File: config.mk
export PLATFORM = sky130hd
export DESIGN_NAME = key_debouncer
export DESIGN_NICKNAME = d
export VERILOG_FILES = /design/src/rtl/key_debouncer.sv
export SDC_FILE = /design/constraint.sdc
export NUM_CORES = 1
export LEC_CHECK = 0
export BUFFER_PORTS_ARGS = -buffer_cell sky130_fd_sc_hd__buf_4
export CAP_MARGIN = 10
export CORE_UTILIZATION = 31
export DETAILED_ROUTE_END_ITERATION = 8
export PLACE_DENSITY = 0.54
export SLEW_MARGIN = 20
export SYNTH_ARGS = -nofsm -noshare
export SYNTH_HDL_FRONTEND = slang
export SYNTH_SLANG_ARGS = --single-unit
File: constraint.sdc
create_clock -name CLOCK_50 -period 4 [get_ports CLOCK_50]
set_clock_uncertainty 0.2 [all_clocks]
set_input_delay 0.4 -clock CLOCK_50 [delete_from_list [all_inputs] [get_ports CLOCK_50]]
set_output_delay 0.4 -clock CLOCK_50 [all_outputs]
set_load 0.03 [all_outputs]
File: src/rtl/key_debouncer.sv
// key_debouncer
//   Conditions active-low, bouncing, asynchronous pushbuttons into clean
//   signals in the CLOCK_50 domain. Each key gets a debounced level,
//   one-cycle press and release pulses, and contributes to a shared
//   wrapping press counter.
//
// Parameters
//   N_KEYS          number of pushbuttons (>= 1)
//   DEBOUNCE_CYCLES consecutive stable cycles needed to accept a change (>= 2)
//   CNT_WIDTH       stability counter width, 2**CNT_WIDTH > DEBOUNCE_CYCLES
//
// Ports
//   CLOCK_50     in   1       sole clock, rising edge
//   reset        in   1       asynchronous, active-high
//   KEY          in   N_KEYS  raw buttons, 0 = pressed
//   key_state    out  N_KEYS  debounced level, 1 = pressed
//   key_press    out  N_KEYS  one-cycle pulse per accepted press
//   key_release  out  N_KEYS  one-cycle pulse per accepted release
//   press_count  out  8       accepted presses across all keys, mod 256

module key_debouncer #(
  parameter int N_KEYS          = 4,
  parameter int DEBOUNCE_CYCLES = 1000000,
  parameter int CNT_WIDTH       = 20
) (
  input  logic              CLOCK_50,
  input  logic              reset,
  input  logic [N_KEYS-1:0] KEY,
  output logic [N_KEYS-1:0] key_state,
  output logic [N_KEYS-1:0] key_press,
  output logic [N_KEYS-1:0] key_release,
  output logic [7:0]        press_count
);

  localparam logic [CNT_WIDTH-1:0] CNT_LAST = CNT_WIDTH'(DEBOUNCE_CYCLES - 1);

  // Synchronizer flops hold the raw (active-low) level; they reset to the
  // released value so a key held through reset is seen as a fresh press.
  logic [N_KEYS-1:0] sync_meta;
  logic [N_KEYS-1:0] sync_out;
  logic [N_KEYS-1:0] s;

  logic [N_KEYS-1:0][CNT_WIDTH-1:0] cnt;
  logic [N_KEYS-1:0][CNT_WIDTH-1:0] cnt_nxt;
  logic [N_KEYS-1:0]                state_nxt;
  logic [N_KEYS-1:0]                press_nxt;
  logic [N_KEYS-1:0]                release_nxt;
  logic [7:0]                       press_sum;

  assign s = ~sync_out;

  always_comb begin
    state_nxt   = key_state;
    press_nxt   = '0;
    release_nxt = '0;
    cnt_nxt     = cnt;
    press_sum   = '0;
    for (int i = 0; i < N_KEYS; i++) begin
      if (s[i] == key_state[i]) begin
        // any agreeing cycle throws away accumulated stability
        cnt_nxt[i] = '0;
      end else if (cnt[i] < CNT_LAST) begin
        cnt_nxt[i] = cnt[i] + 1'b1;
      end else begin
        state_nxt[i]   = s[i];
        cnt_nxt[i]     = '0;
        press_nxt[i]   = s[i];
        release_nxt[i] = ~s[i];
      end
      press_sum = press_sum + {7'd0, press_nxt[i]};
    end
  end

  always_ff @(posedge CLOCK_50 or posedge reset) begin
    if (reset) begin
      sync_meta   <= '1;
      sync_out    <= '1;
      key_state   <= '0;
      key_press   <= '0;
      key_release <= '0;
      cnt         <= '0;
      press_count <= '0;
    end else begin
      sync_meta   <= KEY;
      sync_out    <= sync_meta;
      key_state   <= state_nxt;
      key_press   <= press_nxt;
      key_release <= release_nxt;
      cnt         <= cnt_nxt;
      // counts on the same edge that registers the press pulses
      press_count <= press_count + press_sum;
    end
  end

endmodule

==> impl_metrics.tcl <==
set metrics [dict create \
    status "finished, final reports clean" \
    start_util_pct 31.59 \
    io_pins 26 \
    cts.sinks 108 \
    fin_cells 738 \
    finish.utilization_pct 36.61 \
    antenna_found_initial 0 \
    crit_fanout 4 \
    yosys_register_bits 108 \
    cts_buffer_depth 2 \
    path_class "reg2reg" \
    hold_viol_final 0 \
    antenna_cells 0 \
    crit_path_end_kind "flop" \
    synthTopCellsByArea "dfrtp_1, xor2_1, nor2_1" \
    min_path_type "in2async" \
    peakVddDrop_uv 172.6 \
    post_dp_cell_area_sq_mm 0.005453 \
    final_layout_size_suffix_gt1_share_pct 14.75 \
    antenna_left 0 \
    tightest_slew_ps 769.0 \
    yosys_warnings 0 \
    finalMaxSlewViolations 0 \
    async_reset_ff_share_pct 100.0 \
    synthDominantCellAreaShare_pct 50.05 \
    synth_area_sq_mm 0.005000 \
    crit_path_top_delay_cell "fa_1" \
    cts_tree "yes" \
    ys.flop_type "dfrtp_1" \
    ys_seq_area_share_pct 54.25 \
    clkLatencyLatePin_ps 350 \
    grtUsageTotal_pct 12.70 \
    relSlewSlack_pct 48.73 \
    synth_edf_count 0 \
    fin_area_sq_mm 0.005794 \
    viasPerCell 4.622 \
    p_per_area_mw_per_mm2 357.8 \
    syn_inst 479 \
    routed_wl_mm 9.360 \
    die_h_microns 129.0 \
    via_count 3411 \
    nets 531 \
    path_buf_inv 2 \
    dp_cells 718 \
    grt_pass1_wl_mm 16.30 \
    fin_crit_ps 3549 \
    cp.arrival_ps 3590 \
    avgSynthCellArea_sq_um 10.44 \
    tns_ps 0 \
    rsz0062_at_grt "no" \
    setup_viol 0 \
    num_rows 46 \
    numCtsBuffers 9 \
    synth_common_cells "dfrtp_1, nor2_1, xor2_1, xnor2_1" \
    yosysMostFrequentCell "dfrtp_1" \
    syn-num-nets 493 \
    max_cap_violations 0 \
    io_buffers 25 \
    grt_pass1_vias 3364 \
    r2r_start "cnt[40]$_DFF_PP0_" \
    wl_per_cell_microns 12.68 \
    yosysTopAreaCell "dfrtp_1" \
    drc 0 \
    grt_max_degree 64 \
    worstPathRequired_ps 4040 \
    slowest_delay_ps 430 \
    cts_htree_levels 3 \
    clock-root-buffer "clkbuf_16" \
    max_freq_ghz 0.2818 \
    initialDrtViolationCount 214 \
    die_w_microns 129.0 \
    core-area_sq_mm 0.01583 \
    crit_path_start_kind "flop" \
    crit_top_cell "fa_1" \
    crit_start "cnt[40]$_DFF_PP0_" \
    crit_family "adder cells" \
    power.leakage_nw 2.558 \
    yosysUniqueCellTypes 41 \
    area_growth_pct 15.89 \
    place_hpwl_mm 6.543 \
    gp_congestion 0.7594 \
    die_area_sq_mm 0.01664 \
    fin_crit_sh_pct 88.72 \
    crit_chain "ha_1 -> nand3_1 -> o211ai_1 -> and3_1 -> o21ai_1 -> or3_1 -> fa_1 -> inv_1 -> fa_1 -> inv_1 -> fa_1 -> nor2_1 -> nand3_1 -> xnor2_1" \
    firstDrtPassIters 4 \
    grt.overflow.total 0 \
    cts.clk_slew.worst_paths_ps 70 \
]
## layout by cell type (no fill, tap or decap), drive strengths merged, types with 2 or more instances in the layout
| master | instances |
|---|---|
| nand4 | 19 |
| dfstp | 8 |
| nor2 | 103 |
| nor3 | 14 |
| xor2 | 43 |
| ha | 5 |
| or3 | 4 |
| clkbuf | 14 |
| nor4 | 3 |
| a21oi | 4 |
| o211ai | 2 |
| buf | 30 |
| nor2b | 3 |
| inv | 15 |
| dlygate4sd3 | 4 |
| fa | 3 |
| nand3 | 29 |
| mux2i | 3 |
| clkinv | 2 |
| nor4b | 2 |
| and3 | 17 |
| nand2b | 2 |
| xnor2 | 35 |
| dfrtp | 100 |
| and4 | 7 |
| nor3b | 2 |
| a31oi | 3 |
| o21ai | 7 |
| nand2 | 29 |
| o21a | 2 |
## flip-flops by register name, summed over array words and instances, names as in the netlist
name	cells
cnt	80
press_count	8
key_press	4
key_release	4
key_state	4
sync_meta	4
sync_out	4
## kinds of logic (layout without fill, tap and decap cells)
kind of cell | Yosys count | count (layout) | share of synthesized area (%)
simple gates | 237 | 237 | 23.77
fa+ha+maj | 8 | 8 | 2.453
mux | 3 | 3 | 0.6006
buf+inv | 22 | 65 | 2.027
xor+xnor | 78 | 78 | 13.66
flops | 108 | 108 | 54.25
compound gates | 23 | 23 | 3.228
## report_power, final
part           total, mW  internal, mW  switching (mW)
registers           1.12          1.11          0.0133
clock network      0.885         0.494           0.392
logic             0.0657        0.0195          0.0462
total               2.07          1.62           0.451
## per-stage QoR
step | hold slack, ps | setup WS, ps | total power, mW
final | 8.966 | 451.2 | 2.073
after global routing | 70.32 | 238.4 | 2.162
after CTS | 21.08 | 442.3 | 2.111
after detailed placement | 150.7 | 454.5 | 1.209
after global placement | 145.6 | 527.6 | 1.207
after floorplan | 145.2 | 567.6 | 1.187
## metal layers
layer	GRT usage, %	part of all wire, %
met3	2.744	3.7
met2	18.54	44
met4	6.436	2.0
met1	17.75	50
met5	0	0
## path summary, 6_finish.rpt
path                                            endpoint  slack (ps)  cells past startpoint
max in group asynchronous          sync_out[1]$_DFF_PP1_        2720                      3
min in group CLOCK_50              sync_out[0]$_DFF_PP1_         160                      0
worst min register to register     sync_out[0]$_DFF_PP1_         160                      0
worst min-delay path                   cnt[45]$_DFF_PP0_           9                      2
worst max-delay path            press_count[6]$_DFF_PP0_         450                     14
worst max register to register  press_count[6]$_DFF_PP0_         450                     14
## cell type report
type | count | area (sq um)
tap | 216 | 270.3
clock inverter | 2 | 17.52
multi-input combinational | 349 | 2186
clock buffer | 14 | 284.0
inverter | 15 | 58.81
sequential | 108 | 2713
fill | 1586 | 10030
timing repair buffer | 34 | 265.3
## worst reg2reg max path, cell delays in order (launching register included)
cell      delay [ps]
dfrtp_1          390
ha_1             200
nand3_1          170
o211ai_1         240
and3_1           180
o21ai_1          130
or3_1            350
fa_1             430
inv_1             90
fa_1             200
inv_1             60
fa_1             390
nor2_1           180
nand3_1          110
xnor2_1          130
## what timing repair did
| action | in CTS | in global routing |
|---|---|---|
| hold buffers | 4 | 0 |
| hold endpoints to repair | 4 | 0 |
| resized for setup | 0 | 0 |
| endpoints found under the setup margin | 0 | 0 |
| buffers inserted | 0 | 0 |
(Power assumes the default switching activity.)
